===== src/rtl/lane_scan_renderer.sv =====
// Walks every square of every note lane once per frame, one draw request per square.
// Latency: first request valid the cycle after start; one request per cycle while ready is held.
// Backpressure: valid/ready; the request and all scan state hold while ready is low.
module lane_scan_renderer #(
  parameter int                       NUM_LANES     = 3,
  parameter int                       SQUARES       = 26,
  parameter int                       START_X       = 1,
  parameter int                       START_Y       = 53,
  parameter int                       X_OFFSET      = 5,
  parameter int                       Y_OFFSET      = 11,
  parameter logic [3*NUM_LANES-1:0]   LANE_COLOURS  = 9'b001_110_100,
  parameter int                       HIT_COL       = 0,
  parameter logic [2:0]               MARKER_COLOUR = 3'b111
) (
  input  logic                           clk,
  input  logic                           resetn,
  input  logic                           start,
  input  logic                           clear_mode,
  input  logic [NUM_LANES*SQUARES-1:0]   lane_seq,
  output logic [7:0]                     out_x,
  output logic [6:0]                     out_y,
  output logic [2:0]                     colour,
  output logic                           valid,
  input  logic                           ready,
  output logic                           busy,
  output logic                           frame_done
);

  localparam int NB = NUM_LANES * SQUARES;
  localparam int LW = $clog2(NUM_LANES + 1);
  localparam int SW = $clog2(SQUARES + 1);

  typedef enum logic [1:0] {IDLE, EMIT, DONE} state_t;

  state_t          state_q, state_d;
  logic [LW-1:0]   lane_q, lane_d;
  logic [SW-1:0]   sq_q, sq_d;
  logic [NB-1:0]   seq_q, seq_d;
  logic            clr_q, clr_d;
  logic [7:0]      x_q, x_d;
  logic [6:0]      y_q, y_d;
  logic [2:0]      col_q, col_d;
  logic            valid_q, valid_d;
  logic            busy_q, busy_d;
  logic            done_q, done_d;

  // Coordinates of the square to load next, and which note snapshot colours it.
  logic            load;
  int              nl, ns;
  logic [NB-1:0]   src_seq;
  logic            src_clr;

  // Wide intermediate so the wrap is a plain truncation, never a saturation.
  function automatic logic [7:0] calc_x(input int sq);
    int t;
    t = START_X + X_OFFSET * sq;
    return t[7:0];
  endfunction

  function automatic logic [6:0] calc_y(input int lane);
    int t;
    t = START_Y + Y_OFFSET * lane;
    return t[6:0];
  endfunction

  // Erase beats notes, notes beat the hit-zone marker, everything else is black.
  function automatic logic [2:0] calc_col(input logic [NB-1:0] seq, input logic clr,
                                          input int lane, input int sq);
    logic [2:0] c;
    c = 3'b000;
    if (!clr) begin
      if (seq[lane*SQUARES+sq])
        c = LANE_COLOURS[lane*3 +: 3];
      else if (sq == HIT_COL)
        c = MARKER_COLOUR;
    end
    return c;
  endfunction

  // Next-state, scan advance and request-register load.
  always_comb begin
    state_d = state_q;
    lane_d  = lane_q;
    sq_d    = sq_q;
    seq_d   = seq_q;
    clr_d   = clr_q;
    x_d     = x_q;
    y_d     = y_q;
    col_d   = col_q;
    valid_d = valid_q;
    busy_d  = busy_q;
    done_d  = 1'b0;
    load    = 1'b0;
    nl      = int'(lane_q);
    ns      = int'(sq_q);
    src_seq = seq_q;
    src_clr = clr_q;
    case (state_q)
      IDLE: begin
        if (start) begin
          // First square is coloured from the live inputs, which are the snapshot.
          seq_d   = lane_seq;
          clr_d   = clear_mode;
          src_seq = lane_seq;
          src_clr = clear_mode;
          lane_d  = '0;
          sq_d    = '0;
          nl      = 0;
          ns      = 0;
          load    = 1'b1;
          valid_d = 1'b1;
          busy_d  = 1'b1;
          state_d = EMIT;
        end
      end
      EMIT: begin
        if (ready) begin
          if (lane_q == LW'(NUM_LANES - 1) && sq_q == SW'(SQUARES - 1)) begin
            valid_d = 1'b0;
            done_d  = 1'b1;
            state_d = DONE;
          end else if (sq_q == SW'(SQUARES - 1)) begin
            sq_d   = '0;
            lane_d = lane_q + 1'b1;
            nl     = int'(lane_q) + 1;
            ns     = 0;
            load   = 1'b1;
          end else begin
            sq_d = sq_q + 1'b1;
            ns   = int'(sq_q) + 1;
            load = 1'b1;
          end
        end
      end
      DONE: begin
        busy_d  = 1'b0;
        state_d = IDLE;
      end
      default: state_d = IDLE;
    endcase
    if (load) begin
      x_d   = calc_x(ns);
      y_d   = calc_y(nl);
      col_d = calc_col(src_seq, src_clr, nl, ns);
    end
  end

  // State and request registers; reset aborts any frame in flight.
  always_ff @(posedge clk or negedge resetn) begin
    if (!resetn) begin
      state_q <= IDLE;
      lane_q  <= '0;
      sq_q    <= '0;
      seq_q   <= '0;
      clr_q   <= 1'b0;
      x_q     <= '0;
      y_q     <= '0;
      col_q   <= '0;
      valid_q <= 1'b0;
      busy_q  <= 1'b0;
      done_q  <= 1'b0;
    end else begin
      state_q <= state_d;
      lane_q  <= lane_d;
      sq_q    <= sq_d;
      seq_q   <= seq_d;
      clr_q   <= clr_d;
      x_q     <= x_d;
      y_q     <= y_d;
      col_q   <= col_d;
      valid_q <= valid_d;
      busy_q  <= busy_d;
      done_q  <= done_d;
    end
  end

  assign out_x      = x_q;
  assign out_y      = y_q;
  assign colour     = col_q;
  assign valid      = valid_q;
  assign busy       = busy_q;
  assign frame_done = done_q;

endmodule


===== config.mk =====
export PLATFORM = sky130hd
export DESIGN_NAME = lane_scan_renderer
export DESIGN_NICKNAME = d
export VERILOG_FILES = /design/src/rtl/lane_scan_renderer.sv
export SDC_FILE = /design/constraint.sdc
export NUM_CORES = 1
export LEC_CHECK = 0
export CORE_UTILIZATION = 55
export CTS_BUF_LIST = sky130_fd_sc_hd__clkbuf_2 sky130_fd_sc_hd__clkbuf_4 sky130_fd_sc_hd__clkbuf_8
export DETAILED_ROUTE_END_ITERATION = 16
export GPL_TIMING_DRIVEN = 0
export HOLD_SLACK_MARGIN = 0.05
export PLACE_DENSITY = 0.93
export SLEW_MARGIN = 20
export SYNTH_ARGS = -nofsm -noshare
export SYNTH_HDL_FRONTEND = slang
export SYNTH_SLANG_ARGS = --single-unit

===== constraint.sdc =====
create_clock -name clk -period 5.78 [get_ports clk]
set_input_delay 1.156 -clock clk [delete_from_list [all_inputs] [get_ports clk]]
set_output_delay 1.156 -clock clk [all_outputs]
set_load 0.05 [all_outputs]

# Word level (Yosys, flattened, before mapping)
# Cells that the tools add are included.
[classes] n_mux=46 n_reduce_logical=10 shifts=1 eq_ne=9 n_mul=4 magnitude_cmp=1 n_addsub=7
[op_table] op="$mux 78" n=2
[op_table] op="$add 32x32->32" n=1
[op_table] op="$logic_not 32->1" n=1
[op_table] op="$lt 32x9->1 const B" n=1
[op_table] op="$mul 32x3->32 const B" n=1
[op_table] op="$mul 32x5->31 const B" n=1
[op_table] op="$shiftx 9x32->3 const A" n=1
[op_table] op="$mux 5" n=5
[op_table] op="$mux 3" n=6
[op_table] op="$mux 6" n=3
[op_table] op="$mux 2" n=8
[op_table] op="$mux 1" n=13
[op_table] op="$pmux 6 s2" n=1
[op_table] op="$ne 2x2->1 const B" n=5
[op_table] op="$pmux 5 s2" n=1
[op_table] op="$add 2x8->8 const A" n=1
[op_table] op="$mul 3x6->8 const A" n=1
[op_table] op="$pmux 2 s2" n=2
[op_table] op="$reduce_and 4->1" n=2
[op_table] op="$add 7x7->7 const A" n=1
[op_table] op="$bmux 1 s7" n=1
[op_table] op="$mul 4x3->7 const A" n=1
[op_table] op="$add 5x1->6 const B" n=1
[op_table] op="$pmux 1 s2" n=3
[op_table] op="other kinds (13)" n=15
[word_totals] output_inout_bits=21 register_bits=109 in_bits=83 word_cells=89

# Logic depth before layout (Yosys ltp)
# Gate-level depths: netlist (run 1).
[logic_depth] depth_word=12 depth_mapped=20 ltp_nobuf=18

# Least setup slack after synthesis (run 1)
# OpenSTA, ideal clock, no wires.
[synth_timing] path_kind="input port to flip-flop" from="input port ready" to="register col_q[0], in the netlist colour[0]" path_stages=17 path_buffers=2 setup_ns=0.133 setup_slack_ns=0.368 required_time_ns=5.647 t_arrival_ns=5.279 cell_sequence="clkbuf_1 > nand3b_1 > nor3_1 > mux2i_1 > ha_1 > clkbuf_1 > nand2_1 > fa_1 > inv_1 > ha_1 > xor2_1 > or2_2 > nor4_1 > nor4_1 > nor4bb_2 > a22oi_2 > o211ai_1"
[synth_via] elab_chain_cells=9 elab_cells_between_ends=17 cone_classes="1 x add/sub; 2 x mul; 1 x shift; 12 x mux; 1 x reduce/logical"
[synth_rtl] element="from (decl)" line_no="24" text="input logic ready,"
[synth_rtl] element="$mux 3" line_no="117" text="if (ready) begin"
[synth_rtl] element="$pmux 3 s2" line_no="98" text="case (state_q)"
[synth_rtl] element="$mul 32x5->31" line_no="72" text="if (seq[lane*SQUARES+sq])"
[synth_rtl] element="$add 32x32->32" line_no="72"
[synth_rtl] element="$bmux 1 s7" line_no="72"
[synth_rtl] element="$mux 1 (implied by the code) (2 in a row)" line_no="72"
[synth_rtl] element="$mux 3" line_no="72"
[synth_rtl] element="$mux 3" line_no="71" text="if (!clr) begin"
[synth_rtl] element="to (signal assigned)" line_no="170" text="col_q <= col_d;"
[synth_rtl] element="to (decl)" line_no="42" text="logic [2:0] col_q, col_d;"
# Several ways; a longest one is shown, not always the timed one. The select of a mux whose other input is x is not followed.
# A chain may end at the register's enable or synchronous reset.

# Final worst setup path (run 1)
# Ends and elaborated chain as after synthesis.

==> results of run 1 <==
==> metal layers <==
layer  global-route usage [%]  vias to the layer above
li1                         -                     2312
met1                    35.56                     2505
met2                    51.09                      221
met3                    5.003                       43
met4                    11.94                        0
met5                        0                        -
==> worst min-delay path, stage by stage (launching register included) <==
cell and delay, ns:
sky130_fd_sc_hd__dfrtp_1 0.33, sky130_fd_sc_hd__nand2_1 0.04, sky130_fd_sc_hd__nand2_1 0.08
==> per-stage QoR <==
step / setup WS [ns] / std cells / utilization [%] / hold WS [ns] / TNS [ns]
final: 0.03325 / 861 / 70.91 / 0.4883 / 0
after floorplan: 0.3683 / 605 / - / 0.4360 / 0
after global routing: -0.1794 / 861 / 70.91 / 0.4982 / -0.5086
after CTS: 0.04391 / 862 / 70.27 / 0.4852 / 0
after global placement: -1.144 / 847 / 67.86 / 0.4472 / -41.22
after detailed placement: -1.342 / 848 / 68.12 / 0.4597 / -4.008
==> state kept, by name (all words and copies together), names as in the netlist <==
signal	cells
out_x	8
state_q	2
seq_q	78
clr_q	1
frame_done	1
colour	3
busy	1
sq_q	5
out_y	7
lane_q	2
valid	1
==> cells in the mapped netlist (all sizes together) (4+ instances only) <==
| cell | number |
|---|---|
| dfrtp | 109 |
| o211ai | 9 |
| mux4 | 8 |
| mux2 | 52 |
| nor4 | 4 |
| a21o | 6 |
| nor2 | 23 |
| clkbuf | 12 |
| o21ai | 21 |
| xnor2 | 11 |
| ha | 35 |
| inv | 25 |
| nand2 | 152 |
| nand3 | 4 |
| o21bai | 5 |
| nand2b | 5 |
| xor2 | 7 |
| mux2i | 20 |
| nor3 | 7 |
| buf | 18 |
| or3 | 5 |
| a21oi | 14 |
==> how the worst max path moves through the flow <==
stage	from	endpoint	slack [ns]	cells after the start
finish	ready	colour[0]	0.03	17
global route	ready	colour[0]	-0.18	17
CTS	start	colour[0]	0.04	18
detailed placement	start	colour[0]	-1.34	17
global placement	start	colour[1]	-1.14	17
floorplan	ready	colour[0]	0.37	17
==> timing repair <==
item | CTS | global route
pin swaps | 0 | 1
gates resized for setup | 7 | 13
setup endpoints to repair | 3 | 3
setup buffers | 1 | 0
==> power breakdown <==
group          total, mW  leakage, nW  switching, mW  internal [mW]
sequential         0.917         1.39         0.0652          0.852
clock              0.504        0.108          0.274          0.230
combinational       1.58         2.16          0.927          0.650
total               3.00         3.65           1.27           1.73
==> layout make-up <==
cell class | count | share of cell area [%]
multi-input combinational | 441 | 42.33
sequential | 109 | 35.33
timing repair buffer | 104 | 13.69
buffer | 26 | 2.285
tap | 140 | 2.269
clock buffer | 11 | 1.961
inverter | 25 | 1.280
clock inverter | 5 | 0.8589
==> cells by family after synthesis <==
kind of cell,count (synthesis)
multiplexers,80
AO/OA/AOI/OAI,83
XOR/XNOR,18
buffers and inverters,55
adder cells (fa/ha/maj),37
flip-flops,109
AND/OR/NAND/NOR,223
==> results_dict.tcl, run 1 <==
set metrics [dict create \
    synth-simple-area-share_pct 16.21 \
    adder_cell_area_share_of_the_yosys_netlist_pct 7.719 \
    antenna_found_initial 0 \
    total_power_mw 2.999 \
    final.min_clock_period_ns 5.747 \
    dp_hpwl_microns 11960 \
    ctsHtreeMaxLevel 3 \
    ys_top_cells_by_area "sky130_fd_sc_hd__dfrtp_1 44%, sky130_fd_sc_hd__nand2_1 9.2%, sky130_fd_sc_hd__mux2_2 7.6%" \
    terminus_of_the_critical_flop_to_flop_path "colour[0]" \
    post-route-cell-area_sq_um 7721 \
    rows 38 \
    synthesis.yosys.warnings 0 \
    detailed_route_wire_length_per_cell_microns 19.07 \
    avgViaCountPerCell 5.901 \
    global_route.overflow_total 0 \
    p_leak_nw 3.652 \
    antenna_left 0 \
    setup_viol 0 \
    maxUsedRoutingLayer "met4" \
    global_route.usage.total_pct 29.17 \
    clock_tree_from_tritoncts "yes" \
    antenna_cells_inserted 0 \
    synth_top_area_cell "sky130_fd_sc_hd__dfrtp_1" \
    tritoncts.num_buffers 9 \
    num-nets-final 836 \
    critical-path-top-cell-by-count "sky130_fd_sc_hd__inv_1" \
    port-buffer-count 102 \
    synth_top_family_by_area "simple AND/OR/NAND/NOR gates" \
    reg2reg_depth 17 \
    hold_crit_path_type "flop to flop" \
    critical_path_data_required_time_ns 6.03 \
    cts_num_sinks 109 \
    drt_iter0_markers 352 \
    tightestPinTransition_ns 0.7696 \
    fp.dieW_microns 108.1 \
    wl_met2_microns 8348 \
    critical-path-slowest-cell "sky130_fd_sc_hd__nor3_2" \
    slew_viol_final 0 \
    syn-instance-count 605 \
    synth-seq-cells 109 \
    ctsRootBufferMaster "sky130_fd_sc_hd__clkbuf_8" \
    initial_utilization_pct 56.87 \
    totalWireLength_microns 16420 \
    number_of_global_route_vias_before_repair 5303 \
    slew_headroom_pct 48.42 \
    share_of_the_clock_period_used_by_the_worst_path_pct 99.42 \
    ys_async_sr_fraction_pct 100.0 \
    area.sequential_sq_um 2728 \
    peak_freq_mhz 174.0 \
    worstSetupPathType "primary input to flop" \
    gp_congestion 0.8729 \
    post_synth_instance_area_sq_um 6192 \
    holdCritStartpoint "seq_q[47]" \
    ctsLongestPathBuffers 2 \
    clkLatencyLatePin_ns 0.39 \
    fraction_of_synthesized_area_in_multiplexers_pct 15.60 \
    run_status "complete, no violations" \
    synthFlopType "sky130_fd_sc_hd__dfrtp_1" \
    die-height_microns 108.1 \
    hold_buffers 0 \
    core_area_sq_um 10890 \
    critical_path.top_delay_family "simple AND/OR/NAND/NOR gates" \
    max_capacitance_violation_count 0 \
    timing.critical_path.fanout_max 9 \
    most_common_library_cell_in_the_layout_ignoring_fill_and_taps "sky130_fd_sc_hd__nand2_1" \
    top_level_ports 104 \
    die_area_sq_um 11690 \
    critical_path_buf_inv_count 4 \
    clkSlewWorstSetupHoldPaths_ns 0.10 \
    number_of_enable_flip_flop_cells_after_synthesis 0 \
    ir_worst_vdd_mv 0.3084 \
    largest_net_degree_at_the_start_of_global_routing 80 \
    area.growth.synth_to_final_pct 24.69 \
    crit_path_cell_trace "clkbuf_1 -> nand3b_1 -> nor3_2 -> mux2i_4 -> inv_1 -> ha_1 -> inv_1 -> fa_1 -> inv_1 -> ha_1 -> xor2_2 -> or2_2 -> nor4_1 -> nor4_2 -> nor4bb_4 -> a22oi_2 -> o211ai_1" \
    cpPeakStageDelay_ns 0.67 \
    drive_above_1_share_pct 14.84 \
    total_cell_area_at_the_placement_stage_sq_um 7417 \
    critical_path_arrival_ns 6.00 \
    worst_hold_path_cell_count 2 \
    grt_pass1_wl_microns 25900 \
    postSynthNetCount 725 \
    synth-seq-area-share_pct 44.05 \
    layout.cells.most_common_list "152 x sky130_fd_sc_hd__nand2_1, 109 x sky130_fd_sc_hd__dfrtp_1, 101 x sky130_fd_sc_hd__clkdlybuf4s50_1" \
    timing.critical_path.from_type "primary input" \
    synth-compound-area-share_pct 9.376 \
    synth-xor-area-share_pct 2.546 \
    power-per-cell-area_nw_per_um2 388.4 \
    routedLengthMet1_microns 6477 \
    multi_input_area_sq_um 3268 \
    drtPass1Iterations 5 \
    reg2reg_slack_ns 0.32 \
    r2r-start "sq_q[0]" \
    vias 5081 \
    detail_route.drc_violations 0 \
    clock_skew_ns 0.01415 \
    postSynthAreaPerCell_sq_um 10.24 \
    synth_top_area_share_pct 44.05 \
    holdPathEnd "seq_q[47]" \
    setup.worst_path.end_class "flop" \
    ys_types 65 \
    fillCellCount 761 \
    detailroute.wirelength.met3_microns 1070 \
    hold_viol 0 \
]
Power figures use the tool's default switching activity.
==> inputs of run 2 (changes only) <==
- SKIP_LAST_GASP: default -> 1
==> results of run 2 <==
The final DEF is identical to that of run 1; final timing and power are the same.
